--- config.mk ---
export PLATFORM = sky130hd
export DESIGN_NAME = avalon_arb2_flat
export DESIGN_NICKNAME = d
export VERILOG_FILES = /design/src/rtl/avalon_arb2_pkg.sv /design/src/rtl/avalon_arb2_if.sv /design/src/rtl/arb_lock_cnt.sv /design/src/rtl/avalon_arb2.sv /design/src/flat_wrapper.sv
export SDC_FILE = /design/constraint.sdc
export NUM_CORES = 1
export LEC_CHECK = 0
export BUFFER_PORTS_ARGS = -buffer_cell sky130_fd_sc_hd__buf_2
export CAP_MARGIN = 20
export CELL_PAD_IN_SITES_DETAIL_PLACEMENT = 0
export CELL_PAD_IN_SITES_GLOBAL_PLACEMENT = 1
export CORE_MARGIN = 2
export CORE_UTILIZATION = 15
export CTS_BUF_LIST = sky130_fd_sc_hd__clkbuf_4 sky130_fd_sc_hd__clkbuf_8 sky130_fd_sc_hd__clkbuf_16
export CTS_CLUSTER_DIAMETER = 60
export CTS_CLUSTER_SIZE = 10
export DETAILED_ROUTE_END_ITERATION = 8
export PLACE_DENSITY_LB_ADDON = 0.1
export SLEW_MARGIN = 20
export SYNTH_ARGS = -nofsm -noshare
export SYNTH_HDL_FRONTEND = slang
export SYNTH_SLANG_ARGS = --single-unit
--- constraint.sdc ---
create_clock -name clock -period 2.1 [get_ports clock]
set_clock_uncertainty 0.1 [all_clocks]
set_input_delay 0.42 -clock clock [delete_from_list [all_inputs] [get_ports clock]]
set_output_delay 0.42 -clock clock [all_outputs]
set_load 0.05 [all_outputs]
--- src/rtl/avalon_arb2_pkg.sv ---
// Shared definitions for the two-master Avalon-MM arbiter: state encoding,
// grant encodings and the bus widths used by nano5.
package avalon_arb2_pkg;

    localparam int NANO5_WIDTHA = 12;
    localparam int NANO5_WIDTHD = 32;

    typedef enum logic [1:0] {
        IDLE = 2'd0,
        GNT0 = 2'd1,
        GNT1 = 2'd2
    } arb_state_t;

    localparam logic [1:0] GRANT_NONE = 2'b00;
    localparam logic [1:0] GRANT_M0   = 2'b01;
    localparam logic [1:0] GRANT_M1   = 2'b10;

endpackage

--- src/rtl/avalon_arb2_if.sv ---
// One Avalon-MM link (master side drives the request). The lock signal exists
// only when ARB_LOCK_EN is defined.
interface avalon_arb2_if
    import avalon_arb2_pkg::*;
#(
    parameter int WIDTHA = NANO5_WIDTHA,
    parameter int WIDTHD = NANO5_WIDTHD
) ();

    logic [WIDTHA-1:0]   address;
    logic [WIDTHD-1:0]   writedata;
    logic [WIDTHD/8-1:0] byteenable;
    logic                read;
    logic                write;
    logic [WIDTHD-1:0]   readdata;
    logic                waitrequest;
`ifdef ARB_LOCK_EN
    logic                lock;

    modport master (
        output address, writedata, byteenable, read, write, lock,
        input  readdata, waitrequest
    );

    modport slave (
        input  address, writedata, byteenable, read, write, lock,
        output readdata, waitrequest
    );
`else
    modport master (
        output address, writedata, byteenable, read, write,
        input  readdata, waitrequest
    );

    modport slave (
        input  address, writedata, byteenable, read, write,
        output readdata, waitrequest
    );
`endif

endinterface

--- src/rtl/arb_lock_cnt.sv ---
// Counts consecutive completed transfers made by a locked owner; saturates at
// LOCKMAX and flags when the next completion is the LOCKMAX-th one.
module arb_lock_cnt #(
    parameter int LOCKMAX = 8
) (
    input  logic clock,
    input  logic areset,
    input  logic lock,
    input  logic complete,
    input  logic clear,
    output logic at_limit
);

    localparam int CNT_W = $clog2(LOCKMAX + 1);
    localparam logic [CNT_W-1:0] CNT_MAX  = CNT_W'(LOCKMAX);
    localparam logic [CNT_W-1:0] CNT_LAST = CNT_W'(LOCKMAX - 1);

    logic [CNT_W-1:0] cnt;

    always_ff @(posedge clock or posedge areset) begin
        if (areset) begin
            cnt <= '0;
        end else if (clear || !lock) begin
            cnt <= '0;
        end else if (complete && (cnt != CNT_MAX)) begin
            cnt <= cnt + CNT_W'(1);
        end
    end

    assign at_limit = (cnt >= CNT_LAST);

endmodule

--- src/rtl/avalon_arb2.sv ---
// Two-master round-robin Avalon-MM arbiter onto one shared slave port.
// Optional grant locking is enabled by defining ARB_LOCK_EN.
module avalon_arb2
    import avalon_arb2_pkg::*;
#(
    parameter int WIDTHA  = NANO5_WIDTHA,
    parameter int WIDTHD  = NANO5_WIDTHD,
    parameter int LOCKMAX = 8
) (
    input  logic          clock,
    input  logic          areset,
    avalon_arb2_if.slave  m0,
    avalon_arb2_if.slave  m1,
    avalon_arb2_if.master s,
    output logic [1:0]    grant
);

    arb_state_t state, state_nxt;

    logic req0, req1;
    logic granted, sel1;
    logic own_req, oth_req, complete, hold;

    logic [WIDTHA-1:0]   sel_address;
    logic [WIDTHD-1:0]   sel_writedata;
    logic [WIDTHD/8-1:0] sel_byteenable;

    assign req0     = m0.read | m0.write;
    assign req1     = m1.read | m1.write;
    assign granted  = (state == GNT0) || (state == GNT1);
    assign sel1     = (state == GNT1);
    assign own_req  = sel1 ? req1 : req0;
    assign oth_req  = sel1 ? req0 : req1;
    assign complete = granted & own_req & ~s.waitrequest;

`ifdef ARB_LOCK_EN
    logic own_lock, lock_limit, switch_owner;

    assign own_lock     = granted & (sel1 ? m1.lock : m0.lock);
    assign switch_owner = granted & (state_nxt != state);

    arb_lock_cnt #(.LOCKMAX(LOCKMAX)) u_lock_cnt (
        .clock    (clock),
        .areset   (areset),
        .lock     (own_lock),
        .complete (complete),
        .clear    (switch_owner),
        .at_limit (lock_limit)
    );

    assign hold = own_lock & ~lock_limit;
`else
    assign hold = 1'b0;
`endif

    always_ff @(posedge clock or posedge areset) begin
        if (areset) begin
            state <= IDLE;
        end else begin
            state <= state_nxt;
        end
    end

    // A busy owner only hands over on a completing cycle; an idle owner
    // yields to any request from the other master.
    always_comb begin
        state_nxt = state;
        case (state)
            IDLE: begin
                if (req0) begin
                    state_nxt = GNT0;
                end else if (req1) begin
                    state_nxt = GNT1;
                end
            end
            GNT0, GNT1: begin
                if (own_req ? (complete & oth_req & ~hold) : oth_req) begin
                    state_nxt = sel1 ? GNT0 : GNT1;
                end
            end
            default: state_nxt = IDLE;
        endcase
    end

    assign sel_address    = sel1 ? m1.address    : m0.address;
    assign sel_writedata  = sel1 ? m1.writedata  : m0.writedata;
    assign sel_byteenable = sel1 ? m1.byteenable : m0.byteenable;

    assign s.address    = sel_address;
    assign s.writedata  = sel_writedata;
    assign s.byteenable = sel_byteenable;
    assign s.read       = granted & (sel1 ? m1.read  : m0.read);
    assign s.write      = granted & (sel1 ? m1.write : m0.write);

    assign m0.readdata    = s.readdata;
    assign m1.readdata    = s.readdata;
    assign m0.waitrequest = (state == GNT0) ? s.waitrequest : 1'b1;
    assign m1.waitrequest = (state == GNT1) ? s.waitrequest : 1'b1;

    always_comb begin
        grant = GRANT_NONE;
        case (state)
            GNT0:    grant = GRANT_M0;
            GNT1:    grant = GRANT_M1;
            default: grant = GRANT_NONE;
        endcase
    end

endmodule

--- src/flat_wrapper.sv ---
// flat-port wrapper written by rule: the top's interface ports become plain ports
module avalon_arb2_flat import avalon_arb2_pkg::*;
#(
    parameter int WIDTHA  = NANO5_WIDTHA,
    parameter int WIDTHD  = NANO5_WIDTHD,
    parameter int LOCKMAX = 8
)
  (clock, areset, grant, m0_address, m0_writedata, m0_byteenable, m0_read, m0_write, m0_readdata, m0_waitrequest, m1_address, m1_writedata, m1_byteenable, m1_read, m1_write, m1_readdata, m1_waitrequest, s_address, s_writedata, s_byteenable, s_read, s_write, s_readdata, s_waitrequest);
  avalon_arb2_if #(.WIDTHA(WIDTHA), .WIDTHD(WIDTHD)) m0_i ();
  avalon_arb2_if #(.WIDTHA(WIDTHA), .WIDTHD(WIDTHD)) m1_i ();
  avalon_arb2_if #(.WIDTHA(WIDTHA), .WIDTHD(WIDTHD)) s_i ();
  input  logic clock;
  input  logic areset;
  output logic [1:0] grant;
  input wire logic [$bits(m0_i.address)-1:0] m0_address;
  input wire logic [$bits(m0_i.writedata)-1:0] m0_writedata;
  input wire logic [$bits(m0_i.byteenable)-1:0] m0_byteenable;
  input wire logic [$bits(m0_i.read)-1:0] m0_read;
  input wire logic [$bits(m0_i.write)-1:0] m0_write;
  output wire logic [$bits(m0_i.readdata)-1:0] m0_readdata;
  output wire logic [$bits(m0_i.waitrequest)-1:0] m0_waitrequest;
  input wire logic [$bits(m1_i.address)-1:0] m1_address;
  input wire logic [$bits(m1_i.writedata)-1:0] m1_writedata;
  input wire logic [$bits(m1_i.byteenable)-1:0] m1_byteenable;
  input wire logic [$bits(m1_i.read)-1:0] m1_read;
  input wire logic [$bits(m1_i.write)-1:0] m1_write;
  output wire logic [$bits(m1_i.readdata)-1:0] m1_readdata;
  output wire logic [$bits(m1_i.waitrequest)-1:0] m1_waitrequest;
  output wire logic [$bits(s_i.address)-1:0] s_address;
  output wire logic [$bits(s_i.writedata)-1:0] s_writedata;
  output wire logic [$bits(s_i.byteenable)-1:0] s_byteenable;
  output wire logic [$bits(s_i.read)-1:0] s_read;
  output wire logic [$bits(s_i.write)-1:0] s_write;
  input wire logic [$bits(s_i.readdata)-1:0] s_readdata;
  input wire logic [$bits(s_i.waitrequest)-1:0] s_waitrequest;
  assign m0_i.address = m0_address;
  assign m0_i.writedata = m0_writedata;
  assign m0_i.byteenable = m0_byteenable;
  assign m0_i.read = m0_read;
  assign m0_i.write = m0_write;
  assign m0_readdata = m0_i.readdata;
  assign m0_waitrequest = m0_i.waitrequest;
  assign m1_i.address = m1_address;
  assign m1_i.writedata = m1_writedata;
  assign m1_i.byteenable = m1_byteenable;
  assign m1_i.read = m1_read;
  assign m1_i.write = m1_write;
  assign m1_readdata = m1_i.readdata;
  assign m1_waitrequest = m1_i.waitrequest;
  assign s_address = s_i.address;
  assign s_writedata = s_i.writedata;
  assign s_byteenable = s_i.byteenable;
  assign s_read = s_i.read;
  assign s_write = s_i.write;
  assign s_i.readdata = s_readdata;
  assign s_i.waitrequest = s_waitrequest;
  avalon_arb2 #(.WIDTHA(WIDTHA), .WIDTHD(WIDTHD), .LOCKMAX(LOCKMAX)) u_core (.clock(clock), .areset(areset), .m0(m0_i), .m1(m1_i), .s(s_i), .grant(grant));
endmodule
# [After elaboration in Yosys (flattened, before gate mapping)]
# Index checks and enable logic that the tools add are counted.
# W data, S select, Z words.
[classes] reduce_logical=4 muxes=16 eq_ne=4 bitwise_logic=8
[op_table] operator="$mux W32" count=1
[op_table] operator="$mux W12" count=1
[op_table] operator="$mux W2" count=4
[op_table] operator="$pmux W2 S2" count=2
[op_table] operator="$mux W1" count=7
[op_table] operator="$and A1 B1 Y1" count=5
[op_table] operator="$mux W4" count=1
[op_table] operator="$ne A3 B1 Y1 const B" count=1
[op_table] operator="$eq A2 B1 Y1 const B" count=1
[op_table] operator="$eq A2 B2 Y1 const B" count=1
[op_table] operator="$logic_not A2 Y1" count=1
[op_table] operator="$ne A2 B1 Y1 const B" count=1
[op_table] operator="$or A1 B1 Y1" count=2
[op_table] operator="$reduce_and A2 Y1" count=1
[op_table] operator="$reduce_or A2 Y1" count=1
[op_table] operator="$logic_or A1 B1 Y1" count=1
[op_table] operator="$not A1 Y1" count=1
[totals] regBits=2 word_cells=33 output_inout_bits=118 in_bits=135

# [Logic depth before layout (Yosys ltp)]
[depth] ltp_word=8 mapped_depth=7 ltp_nobuf=6

# [Worst setup path after synthesis]
# OpenSTA, ideal clock, no wires.
[synth_path] path_kind="register to output" from="reg u_core.state[0]" to="out s_read" arrival_time_ps=1654 path_slack_ps=-74 path_stages_with_launch=6 cell_sequence="dfrtp_1 > inv_1 > ha_1 > buf_2 > mux2i_1 > nor2b_1"
[synth_via] elab_chain_len=3 word_cells_on_any_way=5 cone_classes="eq/ne (2); mux (1); bitwise (1); reduce/logical (1)"
[synth_rtl] element="start, declared" line="avalon_arb2.sv:18" text="arb_state_t state, state_nxt;"
[synth_rtl] element="start signal, assigned" line="avalon_arb2.sv:60" text="state <= state_nxt;"
[synth_rtl] element="$eq A2 B2 Y1 / $eq A2 B1 Y1 (equally long branches)" line="avalon_arb2.sv:30, avalon_arb2.sv:31"
[synth_rtl] element="$mux W1 / $logic_or A1 B1 Y1 (equally long branches)" line="avalon_arb2.sv:92, avalon_arb2.sv:30"
[synth_rtl] element="$and A1 B1 Y1 *" line="avalon_arb2.sv:92" text="assign s.read = granted & (sel1 ? m1.read : m0.read);"
[synth_rtl] element="end, declared" line="flat_wrapper.sv:32" text="output wire logic [$bits(s_i.read)-1:0] s_read;"
# Every way passes the cells marked *; elsewhere a longest branch is shown, timed or not.

# [Worst setup path in the final report]
[layout_path] from="reg u_core.state[0]" to="out s_address[10]"
[layout_via] elab_chain_len=2
[layout_rtl] element="$eq A2 B2 Y1" line="avalon_arb2.sv:31" text="assign sel1 = (state == GNT1);"
[layout_rtl] element="$mux W12" line="avalon_arb2.sv:85" text="assign sel_address = sel1 ? m1.address : m0.address;"
[layout_rtl] element="end, declared" line="flat_wrapper.sv:29" text="output wire logic [$bits(s_i.address)-1:0] s_address;"
# Every way passes these cells.

==> results_dict.tcl <==
set metrics [dict create \
    cp.arrival_ns 1.56 \
    firstDrtPassIters 4 \
    clkPwrFrac_pct 5.0 \
    ant_nets 0 \
    p_leak_nw 1.08 \
    fin_crit_ns 2.08 \
    seq_area_um2 51.3 \
    final_common_cell "buf_2" \
    critical_path.max_fanout 23 \
    start_util_pct 15.4 \
    max_freq_mhz 480 \
    hold_viol 0 \
    num-nets-final 392 \
    cts_sinks 2 \
    syn2layout_area_growth_pct 62.4 \
    clkTransAtPathRegs_ns 0.03 \
    grt_overflow_total 0 \
    ios 253 \
    syn-mean-instance-area_um2 8.72 \
    ys_warn_count 0 \
    power.density_nw_per_um2 1380 \
    drt_iter0_markers 22 \
    grt_pass1_vias 1481 \
    maxSlewHeadroom_pct 73.8 \
    die_y_um 98.6 \
    pwr-share-comb_pct 92.3 \
    p_int_mw 1.29 \
    dieWidth_um 98.6 \
    grt_pass1_wl_um 8320 \
    io_buffers 156 \
    synth_nets 294 \
    clk_latency_ns 0.21 \
    seq_area_frac_synth_pct 3.73 \
    grt_antenna_before_repair 0 \
    maxSlewViolCount 0 \
    drive_gt1_share_pct 88.4 \
    hpwl_um 4850 \
    end_kind "primary output" \
    clk_path_buf_depth 2 \
    avgViaCountPerCell 3.89 \
    cap_violations 0 \
    fin_crit_sh_pct 99.1 \
    grt_max_degree 24 \
    post-route-util_pct 25.0 \
    synthCells 154 \
    ir_worst_vdd_v 0.000521 \
    dieArea_um2 9720 \
    route.final.wire_length_um 5610 \
    max_slew.worst_pin.slew_ns 0.391 \
    gr-usage-all-layers_pct 10.9 \
    power_frac_seq_pct 2.7 \
    final_cell_mix "106 x buf_2, 45 x mux2_2, 41 x buf_6" \
    setup_violations 0 \
    cts_buffers 3 \
    htree_levels 1 \
    switching_share_pct 57.0 \
    synth_area_um2 1340 \
    whs_ns 0.509 \
    top_register "u_core.state" \
    cts_tree "built" \
    wl_per_cell_um 15.7 \
    clockRootBuffer "clkbuf_8" \
    ys_ff_latch 2 \
    status "completed" \
    switchingPower_mw 1.71 \
    yosysUniqueCellTypes 22 \
    hold_class "input pin to asynchronous set/reset pin" \
    largest_register_ffs 2 \
    finalWeightedCongestion 0.757 \
    crit_type "flop to primary output" \
    fp-row-count 34 \
    critPathRequiredTime_ns 1.58 \
    rsz0062_at_grt "yes" \
    drc_errors 0 \
    largestRegisters "u_core.state x2" \
    start_kind "flop" \
    nFillCells 982 \
    vias 1393 \
    multi_input_area_um2 802 \
    core-area_um2 8720 \
    diodes 0 \
    r2r_cells 7 \
]
Yosys cell counts, drive strengths merged:
cell    number  area (um2)
mux2        48         541
a31oi        3        18.8
ha           5        62.6
nand3        1        5.00
or3          1        11.3
nor2         2        7.51
dfrtp        2        50.1
o22ai        2        12.5
a21oi        1        5.00
inv          3        11.3
nand2        3        11.3
nor4b        1        8.76
buf         70         510
mux2i        2        20.0
a32oi        1        8.76
nor2b        2        12.5
nor3         1        5.00
o21a         1        7.51
a41o         1        11.3
nand2b       2        12.5
o21ai        2        10.0
power by group through the flow:
stage	logic (mW)	registers, mW	clock network [mW]
finish	2.77	0.0817	0.150
floorplan	2.15	0.0777	0
CTS	2.73	0.0827	0.155
global placement	2.43	0.0754	0
global route	2.91	0.0866	0.162
detailed placement	2.41	0.0760	0
metal layers:
metal	track usage [%]	vias up	routed length (um)
met5	0	-	0
met4	3.58	0	80
met3	2.48	17	485
met2	20.3	98	3030
met1	12.1	614	2010
li1	-	664	-
area by class of cell:
class,count,area share (%)
flip-flops and latches,2,2.35
well taps,108,6.20
clock buffers,3,1.89
repair buffers,163,52.3
multi-input cells,79,36.8
inverters,3,0.516
final timing paths:
kind                                 start              end  slack, ns
setup / recovery           u_core.state[0]    s_address[10]       0.02
hold / removal                      areset  u_core.state[1]       0.51
setup reg to reg           u_core.state[0]  u_core.state[0]       0.23
hold reg to reg            u_core.state[1]  u_core.state[1]       0.53
max in group asynchronous           areset  u_core.state[1]       1.27
min in group clock         u_core.state[1]  u_core.state[1]       0.53
stage by stage:
step                 TNS, ns  setup slack, ns  area (um2)  total power, mW  cells
floorplan                  0           0.0447        1350             2.22    154
global placement           0           0.0985        1830             2.51    354
detailed placement         0           0.0980        1830             2.48    354
CTS                 -0.00700         -0.00700        2140             2.97    358
global route           -2.01          -0.0557        2180             3.16    358
finish                     0           0.0181        2180             3.00    358
worst max-delay path, stage by stage (launching register included):
cell and delay [ns]:
dfrtp_1 0.38, inv_2 0.09, ha_4 0.18, buf_12 0.18, mux2_2 0.37, buf_6 0.16
cells by family (layout without fill, tap and decap cells):
logic type,count (synthesis),count (layout),synth area share (%)
DFF,2,2,3.73
muxes,50,50,41.8
buffers and inverters,73,169,38.9
and+or+nand+nor,13,13,5.50
AOI/OAI and AO/OA,11,11,5.50
adders and majority gates,5,5,4.66
repair_timing:
action	4_1_cts	5_1_grt
setup buffers	0	0
hold buffers	1	0
setup endpoints to repair	50	50
resized for setup	83	23
pin swaps	0	0
hold endpoints to repair	2	0
(Power assumes the default switching activity.)
